## src/rtl/seg7_word_decoder.sv

```systemverilog
// Recovers 2-bit character codes from active-low 7-segment patterns on HEX0..HEX2,
// qualifies each digit with a stability filter and presents a 6-bit word on a valid/ack
// handshake. Define SEG7_ROTATION_DETECT_EN to add the word-rotation indicator on ROT.
module seg7_word_decoder #(
  parameter int unsigned STABLE_CYCLES = 4
) (
  input  logic       Clock,
  input  logic       Resetn,
  input  logic [0:6] SEG,
  input  logic [1:0] DIG_SEL,
  input  logic       SEG_VALID,
  input  logic       WORD_ACK,
  input  logic       CLR_FLAGS,
  output logic [5:0] WORD,
  output logic       WORD_VALID,
  output logic [2:0] CHAR_SEEN,
  output logic       BAD_PAT,
  output logic       OVERRUN,
  output logic       ROT
);

  localparam logic [3:0] STABLE = 4'(STABLE_CYCLES);

  typedef enum logic [1:0] {IDLE, TRACK, LOCKED} state_t;

  state_t          state, state_n;
  logic [0:6]      cand_pat, cand_pat_n;
  logic [1:0]      cand_dig, cand_dig_n;
  logic [3:0]      cnt, cnt_n;
  logic            commit;
  logic            sample, match;
  logic [1:0]      code;
  logic            pat_ok;
  logic [2:0][1:0] char_q;
  logic [2:0]      seen_n;
  logic            load;
  logic [5:0]      word_n;

  assign sample = SEG_VALID && (DIG_SEL != 2'd3);
  assign match  = (SEG == cand_pat) && (DIG_SEL == cand_dig);
  assign load   = (CHAR_SEEN == 3'b111);
  assign word_n = {char_q[2], char_q[1], char_q[0]};

  always_comb begin
    code   = 2'd0;
    pat_ok = 1'b1;
    case (SEG)
      7'b0111101: code = 2'd0;
      7'b1001111: code = 2'd1;
      7'b0110000: code = 2'd2;
      7'b0000000: code = 2'd3;
      default:    pat_ok = 1'b0;
    endcase
  end

  // Any non-matching sample restarts tracking; with STABLE_CYCLES=1 it commits at once.
  always_comb begin
    state_n    = state;
    cand_pat_n = cand_pat;
    cand_dig_n = cand_dig;
    cnt_n      = cnt;
    commit     = 1'b0;
    if (sample) begin
      if (state != IDLE && match) begin
        if (state == TRACK) begin
          cnt_n = cnt + 4'd1;
          if ((cnt + 4'd1) == STABLE) begin
            commit  = 1'b1;
            state_n = LOCKED;
          end
        end
      end else begin
        cand_pat_n = SEG;
        cand_dig_n = DIG_SEL;
        cnt_n      = 4'd1;
        if (STABLE == 4'd1) begin
          commit  = 1'b1;
          state_n = LOCKED;
        end else begin
          state_n = TRACK;
        end
      end
    end
  end

  always_ff @(posedge Clock or negedge Resetn) begin
    if (!Resetn) begin
      state    <= IDLE;
      cand_pat <= '0;
      cand_dig <= '0;
      cnt      <= '0;
    end else begin
      state    <= state_n;
      cand_pat <= cand_pat_n;
      cand_dig <= cand_dig_n;
      cnt      <= cnt_n;
    end
  end

  // A commit on the load edge belongs to the next word, so it survives the clear.
  always_comb begin
    seen_n = load ? 3'b000 : CHAR_SEEN;
    if (commit && pat_ok) seen_n[DIG_SEL] = 1'b1;
  end

  always_ff @(posedge Clock or negedge Resetn) begin
    if (!Resetn) begin
      char_q     <= '0;
      CHAR_SEEN  <= '0;
      WORD       <= '0;
      WORD_VALID <= 1'b0;
      BAD_PAT    <= 1'b0;
      OVERRUN    <= 1'b0;
    end else begin
      CHAR_SEEN <= seen_n;
      if (commit && pat_ok) char_q[DIG_SEL] <= code;
      if (load) begin
        WORD       <= word_n;
        WORD_VALID <= 1'b1;
      end else if (WORD_ACK) begin
        WORD_VALID <= 1'b0;
      end
      if (commit && !pat_ok) BAD_PAT <= 1'b1;
      else if (CLR_FLAGS)    BAD_PAT <= 1'b0;
      if (load && WORD_VALID && !WORD_ACK) OVERRUN <= 1'b1;
      else if (CLR_FLAGS)                  OVERRUN <= 1'b0;
    end
  end

`ifdef SEG7_ROTATION_DETECT_EN
  logic [5:0] prev_word;
  logic       have_prev;

  // The first word after reset has no predecessor, so it never reports a rotation.
  always_ff @(posedge Clock or negedge Resetn) begin
    if (!Resetn) begin
      prev_word <= '0;
      have_prev <= 1'b0;
      ROT       <= 1'b0;
    end else if (load) begin
      ROT       <= have_prev && (word_n == {prev_word[3:0], prev_word[5:4]});
      prev_word <= word_n;
      have_prev <= 1'b1;
    end
  end
`else
  assign ROT = 1'b0;
`endif

endmodule

```

## config.mk

```make
export PLATFORM = sky130hd
export DESIGN_NAME = seg7_word_decoder
export DESIGN_NICKNAME = d
export VERILOG_FILES = /design/src/rtl/seg7_word_decoder.sv
export SDC_FILE = /design/constraint.sdc
export NUM_CORES = 1
export LEC_CHECK = 0
export CORE_MARGIN = 2
export CORE_UTILIZATION = 48
export DETAILED_ROUTE_END_ITERATION = 12
export GPL_TIMING_DRIVEN = 0
export PLACE_DENSITY = 0.75
export SETUP_SLACK_MARGIN = 0.1
export SLEW_MARGIN = 20
export SYNTH_ARGS = -nofsm -noshare
export SYNTH_HDL_FRONTEND = slang
export SYNTH_SLANG_ARGS = --single-unit
```

## constraint.sdc

```tcl
create_clock -name Clock -period 1.9 [get_ports Clock]
set_input_delay 0.19 -clock Clock [delete_from_list [all_inputs] [get_ports Clock]]
set_output_delay 0.19 -clock Clock [all_outputs]
set_load 0.05 [all_outputs]
```

==> impl_metrics.toml <==
[timing]
min_period_over_period = 1.04
finalSetupTns_ns = -0.500
tightest_slew_ns = 0.745
layout_setup_ws_ns = -0.0702
fin_crit_ns = 1.97
setup_viol = 10
skew_ns = 0.00865
hold_slack_ns = 0.113
slew_headroom = 0.504
rsz0062_at_grt = "true"
hold_viol = 0
drv_slew = 0
max_freq_mhz = 508

[cts]
clkTransAtPathRegs_ns = 0.10
cts_tree = "yes"
numCtsBuffers = 5
h-tree-depth = 2
cts.sinks = 33
cts.path.max_buffers = 2
clock_latency_ns = 0.33
root_buffer = "clkbuf_4"

[synthesis]
synth_enable_flop_cells = 0
synth_flop_cell = "dfrtp_1"
syn_nets = 155
synth-seq-cells = 33
synth_area_leaders = "dfrtp_1 (48%), nor4_4 (6.2%), nand2_1 (5.9%)"
yosysWarnings = 0
syn_avg_cell_area_sq_um = 12.2
syn_area_sq_um = 1710
synth_cell_types = 42
yosys.area.top_type = "dfrtp_1"
synth_cells = 140
synthArstFlopShare = 1.00
ys_seq_area_frac = 0.484
synth_top_cell_area_share = 0.484

[global_route]
grt_pass1_wl_um = 5910
grt_start_max_net_pins = 34
grt_use_total = 0.190
globalRoute.totalOverflow = 0
antenna_found_initial = 0
grt_pass1_vias = 1265

[die]
core_area_sq_um = 3360
dieArea_sq_um = 4050
die_w_um = 63.6
fp-row-count = 21
die_h_um = 63.6
start_util = 0.507
io_pins = 27

[place]
io_buffers = 24
dp_hpwl_um = 2290
dp.cells = 210
routabilityCongestion = 0.830
post_dp_cell_area_sq_um = 2010

[final_layout]
antenna-diode-count = 0
mostFrequentLayoutCell = "dfrtp_1"
layoutNonFillerInstCount = 228
layout_common_cells = "dfrtp_1 (33), nand2_1 (27), clkdlybuf4s50_1 (17)"
finalNetCount = 196
drive_above_1_share = 0.324
area_growth_pct = 30.7
stdcell_area_sq_um = 2230

[power_and_ir_drop]
vdd.ir_drop.worst_mv = 0.660
finalPower_w = 0.00149
cellLeakagePower_nw = 1.04
power_density_nw_per_um2 = 666

[setup_path]
end_kind = "flip-flop"
critPathMaxFanout = 5
cp.required_ns = 2.12
cpPeakStageDelay_ns = 0.43
cp.arrival_ns = 2.19
startpoint_type = "flip-flop"
worstPathCellList = "xor2_2, nor4_4, o2111ai_4, buf_6, nand4b_4, mux2_2"
critPathKind = "reg -> reg"
critical-path-slowest-cell = "dfrtp_1"

[flow_run]
maxCapViolCount = 0

[drt]
wl_um = 3360
drtIter0Drc = 40
drc_errors = 0
dr.pass1.iters = 4
vias = 1212
ant_nets = 0
viasPerCell = 5.32
routedWlPerCell_um = 14.7

[status]
status = "finished with violations"
violations = "negative setup slack"

[min_path]
hold_path_class = "in -> reg"
## per-layer routing
layer  routed length [um]  GRT usage
met4                   70     0.0951
met5                    0          0
met1                 1360      0.235
met2                 1770      0.314
met3                  158     0.0393
## synth_stat cells (3+ instances only)
master   count
nor2_1       6
a21o_1       3
nand2_1     27
xor2_1       7
inv_1        3
mux2_4       4
dfrtp_1     33
mux2_2       8
mux2_1       4
nor4_4       5
## what timing repair did
action | in CTS | in global routing
buffers inserted | 8 | 2
endpoints found under the setup margin | 16 | 18
pin swaps | 7 | 5
gates resized for setup | 12 | 12
endpoints found under the hold margin | 33 | 0
hold buffers | 1 | 0
cloned | 0 | 0
## registers in the layout, indices dropped and copies added (netlist names)
name        cells
cand_pat        7
WORD            6
char_q          6
cnt             4
CHAR_SEEN       3
cand_dig        2
state           2
BAD_PAT         1
OVERRUN         1
WORD_VALID      1
## area by class of cell
class                           instances  area [sq um]
Timing Repair Buffer                   35           328
Buffer                                  3          32.5
Clock buffer                            7          55.1
Inverter                                3          11.3
Multi-Input combinational cell        100           890
Sequential cell                        33           826
Clock inverter                          1          30.0
Fill cell                             274          1130
Tap cell                               46          57.6
## stage by stage
step	utilization	setup slack, ns
floorplan	-	0.0489
CTS	0.645	-0.106
global route	0.663	-0.151
detailed placement	0.596	-0.597
global placement	0.598	-0.534
finish	0.663	-0.0702
## power breakdown
group	switching, W	internal, W	leakage [nW]
Combinational	0.000109	0.0000863	0.564
Clock	0.000229	0.000314	0.0455
Sequential	0.0000206	0.000726	0.428
## worst paths after layout
kind / start / endpoint / slack (ns) / cells past startpoint
min: SEG[2] / cand_pat[2] / 0.11 / 3
min in group asynchronous: Resetn / cnt[2] / 0.45 / 2
max reg2reg: cand_dig[0] / char_q[1] / -0.07 / 6
max in group asynchronous: Resetn / cand_pat[6] / 0.97 / 2
max: cand_dig[0] / char_q[1] / -0.07 / 6
min reg2reg: char_q[5] / char_q[5] / 0.50 / 1
## critical path: cells and delay by family, from the launching register on
kind,cells,cell delay (ns)
and+or+nand+nor,2,0.52
DFF,1,0.43
muxes,1,0.30
AOI/OAI and AO/OA,1,0.24
buffers and inverters,1,0.19
xor gates and xnor gates,1,0.18
## logic make-up after synthesis
kind of cell / after synthesis / synth area share
compound gates: 17 / 0.0888
xor+xnor: 10 / 0.0558
fa+ha+maj: 1 / 0.00734
buf+inv: 7 / 0.0323
flops: 33 / 0.484
mux: 17 / 0.120
other cells: 1 / 0.00220
simple gates: 54 / 0.209
No activity file was read; power rests on OpenSTA's default activity.
==> edit 1 (config.mk and constraints unchanged) <==
Build with the macro `SEG7_ROTATION_DETECT_EN` defined.
--- a/src/rtl/seg7_word_decoder.sv
+++ b/src/rtl/seg7_word_decoder.sv
@@ -1,6 +1,8 @@
 // Recovers 2-bit character codes from active-low 7-segment patterns on HEX0..HEX2,
 // qualifies each digit with a stability filter and presents a 6-bit word on a valid/ack
 // handshake. Define SEG7_ROTATION_DETECT_EN to add the word-rotation indicator on ROT.
+`define SEG7_ROTATION_DETECT_EN
+
 module seg7_word_decoder #(
   parameter int unsigned STABLE_CYCLES = 4
 ) (
Formal check against the unedited RTL: same outputs for any inputs over 10 cycles, from zero or initial values and one cycle with Resetn low; that may be too few to reach the edited logic, so the function may still have changed.
==> edit 1 against the unedited design <==
The flow still finishes with violations (setup timing). Sequential cell count is 2 higher. Area after synthesis is 4.6% higher. Total power hardly changed. Final area is 1.1% higher. Setup slack worse by 0.029 ns. Combinational power is 14% lower. Routed wire length is 3.8% higher. Critical endpoint is now char_q[2].
==> edit 1: results (changes against the unedited design) <==
Cells and area
  – Layout cell share with drive strength beyond 1: 0.2340 (-0.09013)
  – Largest regs: cand_pat (7), char_q (6), prev_word (6)
  – Area of the multi-input gates: 915.9 um2 (+3.0%)
  – Antenna Cells: 0 (unchanged)
  – Fillers: 285 (+4.0%)
  – Nets: 203 (+3.6%)

Synthesis
  – Main synth FF type: dfrtp_1
  – Syn Nets: 168 (+8.4%)
  – Post-Synth XOR/XNOR Area: 0.08696 (+0.03120)
  – Adder-Cell Fraction of Synth Area: 0.007013 (-0.0003241)
  – List of most frequent post-synthesis cells: 35 x dfrtp_1, 34 x nand2_1, 12 x xor2_1, 6 x mux2_1, 6 x mux2_2
  – Asr flop ratio synth: 1.000 (unchanged)
  – Yosys warns: 0 (unchanged)
  – Register area share after synthesis: 0.4909 (+0.006658)
  – Distinct cells, synth: 43 (+2.4%)
  – Complex-gate fraction of the synthesized area: 0.08836 (-0.0004157)
  – Syn Area/Cell: 11.66 um2 (-4.3%)
  – Area contributors post-synth: dfrtp_1 49%, nand2_1 7.2%, xor2_1 5.9%
  – Mux share of post-synthesis cell area: 0.08135 (-0.03898)

Timing
  – Layout Skew: 0.006496 ns (-0.002154 ns)
  – Relative slew slack: 0.6627 (+0.1592)
  – # setup viols final: 6 (-4)
  – Fin Setup TNS: -0.4521 ns (+0.04741 ns)
  – Setup ws final: -0.09934 ns (-0.02913 ns)

CTS
  – Reg clk slew, reported paths: 0.06 ns (-0.04 ns)
  – Clock Tree Root: clkbuf_8
  – Clock Path Buffers: 2 (unchanged)
  – TritonCTS Buffers: 5 (unchanged)
  – Worst-Skew Late Latency: 0.28 ns (-0.05 ns)

Power and ir drop
  – P_leak: 1.100 nW (+6.0%)
  – VDD IR max: 0.5247 mV (-21%)

Setup path
  – Arrival time worst endpoint: 2.16 ns (-0.03 ns)
  – Crit path max-delay family: simple AND/OR/NAND/NOR gates
  – CP max-delay cell: clkdlybuf4s50_1
  – Max stage delay on crit path: 0.49 ns (+0.06 ns)
  – Crit-path max FO: 5 (unchanged)

Place
  – Dpl ws: -0.5501 ns (+0.04652 ns)
  – I/O Buffers: 24 (unchanged)
  – DP Wirelength: 2.543 mm (+11%)
  – GP Congestion: 0.8024 (-3.4%)
  – Placed inst area: 0.002107 mm2 (+5.1%)
  – Post-Place Cells: 226 (+7.6%)

Routing
  – 1st-iter DRT viols: 61 (+53%)
  – DR pass1 iterations: 4 (unchanged)
  – Vias/cell: 5.212 (-2.0%)
  – WL/cell: 14.76 um (+0.29%)
  – Detailed Route WL: 3.484 mm (+3.8%)

Worst hold path
  – Hold WC Path Type: primary input to flip-flop

Status
  – Status: complete, but fails checks
  – Violated checks: setup timing

GRT
  – Total GRT Usage: 0.1848 (-0.005309)
  – Initial antenna violation count: 0 (unchanged)
  – First-pass GRT wire length: 5.934 mm (+0.36%)
  – Vias in the first global route: 1334 (+5.5%)
  – Largest net degree at the start of global routing: 27 (-21%)
edit 1: changes by cell type after synthesis, moves of 3 or more:
cell,change
nor2_1,-5
nor4_4,-3
clkbuf_1,+3
nand2_1,+7
xor2_1,+5
mux2_4,-4
edit 1: metal layers:
layer,global-route usage,part of all wire,vias up
li1,-,-,600
met1,0.2323,0.45,601
met2,0.3093,0.50,22
met3,0.03819,0.032,7
met4,0.07713,0.015,0
met5,0,0,-
edit 1: cell families (layout without fill, tap and decap cells):
family,count (synthesis),in the layout
and+or+nand+nor,62,62
DFF,35,35
AOI/OAI and AO/OA,18,18
xor gates and xnor gates,16,16
muxes,13,13
buffers and inverters,8,43
adders and majority gates,1,1
edit 1: timing repair:
action,CTS,global route
buffers inserted,2,0
hold endpoints to repair,9,0
resized for setup,10,4
pin swaps,3,3
hold buffers,1,0
setup endpoints to repair,10,12
edit 1: report_power, final:
group / internal (W) / leakage [nW] / total [W] / switching (W)
combinational: 0.0000694 / 0.595 / 0.000169 / 0.0000998
clock: 0.000284 / 0.0470 / 0.000528 / 0.000244
sequential: 0.000768 / 0.458 / 0.000788 / 0.0000194
edit 1: final cells by class:
class	instances	area share
Buffer	5	0.01332
Clock buffer	6	0.03663
Clock inverter	1	0.002220
Inverter	3	0.004994
Multi-Input combinational cell	110	0.4062
Sequential cell	35	0.3885
Tap cell	48	0.02664
Timing Repair Buffer	28	0.1215
edit 1: worst paths after layout:
check	start	end	slack [ns]	cells after the start
min reg2reg	have_prev	have_prev	0.48	1
max	SEG[0]	char_q[2]	-0.1	6
max in group asynchronous	Resetn	cand_pat[5]	1.17	3
min	SEG[2]	cand_pat[2]	0.16	3
min in group asynchronous	Resetn	prev_word[1]	0.31	2
max reg2reg	cand_pat[0]	char_q[2]	-0.08	5
==> edit 2 (same settings) <==
Without the edit above. Register the output `OVERRUN` once more, with the module's reset; this adds one clock of latency there. The other outputs are not delayed to match.
--- a/src/rtl/seg7_word_decoder.sv
+++ b/src/rtl/seg7_word_decoder.sv
@@ -22,6 +22,8 @@
   localparam logic [3:0] STABLE = 4'(STABLE_CYCLES);
 
   typedef enum logic [1:0] {IDLE, TRACK, LOCKED} state_t;
+
+  logic OVERRUN_s0;
 
   state_t          state, state_n;
   logic [0:6]      cand_pat, cand_pat_n;
@@ -110,7 +112,7 @@
       WORD       <= '0;
       WORD_VALID <= 1'b0;
       BAD_PAT    <= 1'b0;
-      OVERRUN    <= 1'b0;
+      OVERRUN_s0 <= 1'b0;
     end else begin
       CHAR_SEEN <= seen_n;
       if (commit && pat_ok) char_q[DIG_SEL] <= code;
@@ -122,8 +124,8 @@
       end
       if (commit && !pat_ok) BAD_PAT <= 1'b1;
       else if (CLR_FLAGS)    BAD_PAT <= 1'b0;
-      if (load && WORD_VALID && !WORD_ACK) OVERRUN <= 1'b1;
-      else if (CLR_FLAGS)                  OVERRUN <= 1'b0;
+      if (load && WORD_VALID && !WORD_ACK) OVERRUN_s0 <= 1'b1;
+      else if (CLR_FLAGS)                  OVERRUN_s0 <= 1'b0;
     end
   end
 
@@ -147,5 +149,13 @@
   assign ROT = 1'b0;
 `endif
 
+  always_ff @(posedge Clock or negedge Resetn) begin
+    if (!Resetn) begin
+      OVERRUN <= '0;
+    end else begin
+      OVERRUN <= OVERRUN_s0;
+    end
+  end
+
 endmodule
 
Formal check against the unedited RTL: no difference found for any inputs over 10 cycles, from zero or initial values and one cycle with Resetn low; that may be too few to reach the edited logic, so the function may still have changed.
==> edit 2 against the unedited design <==
The run still ends with setup timing left. Clock power decreased by 22%. Final cell count rose by 1.3%. Area after synthesis shrank 6.5%. Core utilization is 0.96 points higher. Routed wire length decreased by 0.30%. Die area down 6.1%. Fmax increased by 2.5%. Setup slack better by 0.048 ns. Sequential cell count increased by 1. Sequential power increased by 2%. Final area down 6.4%. Total power fell by 8.9%. Largest cell class is now sequential cells. Largest power group unchanged. Highest routed layer unchanged.
==> edit 2: results (changes against the unedited design) <==
Routing
  – 1st-iter DRT viols: 53 (+33%)
  – Detailed Route WL: 3.346 mm (-0.30%)
  – Routed length on met1: 1.454 mm (+7.1%)
  – Via count: 1226 (+1.2%)
  – WL met3: 157 um (-0.63%)
  – Vias/cell: 5.307 (-0.16%)
  – Met2 wire length: 1.669 mm (-5.6%)

Timing
  – Worst-Margin Slew: 0.5096 ns (-0.2351 ns)
  – # setup viols final: 4 (-6)
  – Layout Skew: 0.009457 ns (+0.0008071 ns)
  – Setup ws final: -0.02210 ns (+0.04811 ns)
  – Fin Setup TNS: -0.08080 ns (+0.4187 ns)

Place
  – Post-Place Cells: 216 (+2.9%)
  – GP Congestion: 0.7919 (-4.6%)
  – I/O Buffers: 23 (-4.2%)
  – DP Wirelength: 2.401 mm (+4.9%)
  – Placed inst area: 0.001916 mm2 (-4.5%)

Power and ir drop
  – P_comb: 0.000167 W (-15%)
  – VDD IR max: 0.4645 mV (-30%)
  – P_leak: 1.021 nW (-1.6%)
  – Clk network pwr share: 0.313 (-0.053)
  – Power Clock: 0.000424 W (-22%)
  – Cell-internal power: 0.0009949 W (-12%)

GRT
  – Met2 GRT Util: 0.3263 (+0.01184)
  – Vias in the first global route: 1235 (-2.4%)
  – Largest net degree at the start of global routing: 21 (-38%)
  – Met1 GRT Util: 0.2821 (+0.04689)
  – Total GRT Usage: 0.2126 (+0.02248)
  – First-pass GRT wire length: 5.802 mm (-1.9%)
  – Met3 Use GR: 0.06303 (+0.02374)

Cells and area
  – Seq area share: 0.4077 (+0.03730)
  – Fillers: 265 (-3.3%)
  – Final non-clock buffer share: 0.1631 (+0.001454)
  – Seq_cells: 34 (+3.0%)
  – Non-clock buffers: 36 (-5.3%)
  – Nets: 201 (+2.6%)
  – Logic inverters: 6 (+3)
  – Count of multi-input gates: 103 (+3.0%)
  – Clock network area share: 0.02878 (-0.009382)

Synthesis
  – Register area share after synthesis: 0.5338 (+0.04953)
  – Distinct cells, synth: 41 (-2.4%)
  – List of most frequent post-synthesis cells: 37 x nand2_1, 34 x dfrtp_1, 7 x xor2_1
  – Mux share of post-synthesis cell area: 0.08477 (-0.03555)
  – Post-Synth XOR/XNOR Area: 0.05965 (+0.003895)
  – Adder-Cell Fraction of Synth Area: 0.007849 (+0.0005125)
  – Area contributors post-synth: dfrtp_1 53%, nand2_1 8.7%, mux2_1 4.2%
  – Syn Nets: 163 (+5.2%)

Worst hold path
  – Hold Path End: cand_pat[1]
  – Hold Crit Start: SEG[1]

Setup path
  – Arrival time worst endpoint: 2.16 ns (-0.03 ns)
  – R2R cell count: 5 (-1)
  – Worst r2r src: cand_pat[1]
  – R2R Path End: char_q[3]

CTS
  – PostCTS Resize Cnt: 11 (-1)
  – Setup repair bufs after CTS: 6 (-2)

Status
  – Status: complete, but fails checks
  – Violated checks: setup timing
==> edit 2: changes by cell type in the layout (fill, tap and decap cells not counted), moves of 3 or more <==
cell     unedited run  this run
buf_6               4         1
inv_1               3         6
mux2_4              7         4
nor2_1              5         2
nand2_1            27        36
==> edit 2: worst max path at each step <==
stage | startpoint | endpoint | slack (ns) | cells past startpoint
CTS | cand_pat[6] | char_q[2] | 0.01 | 5
floorplan | cand_pat[4] | char_q[2] | 0.11 | 5
detailed placement | SEG[5] | char_q[4] | -0.51 | 6
global placement | SEG[5] | char_q[4] | -0.42 | 6
global route | cand_pat[0] | char_q[2] | -0.12 | 5
finish | cand_pat[1] | char_q[3] | -0.02 | 5
==> edit 2: metrics by stage <==
stage | setup WS, ns | hold slack, ns | utilization
floorplan | 0.1137 | -0.1056 | -
finish | -0.02210 | 0.09697 | 0.6726
global placement | -0.4154 | 0.3646 | 0.6101
CTS | 0.01203 | 0.09292 | 0.6641
detailed placement | -0.5078 | 0.1275 | 0.6173
global route | -0.1232 | 0.1042 | 0.6726
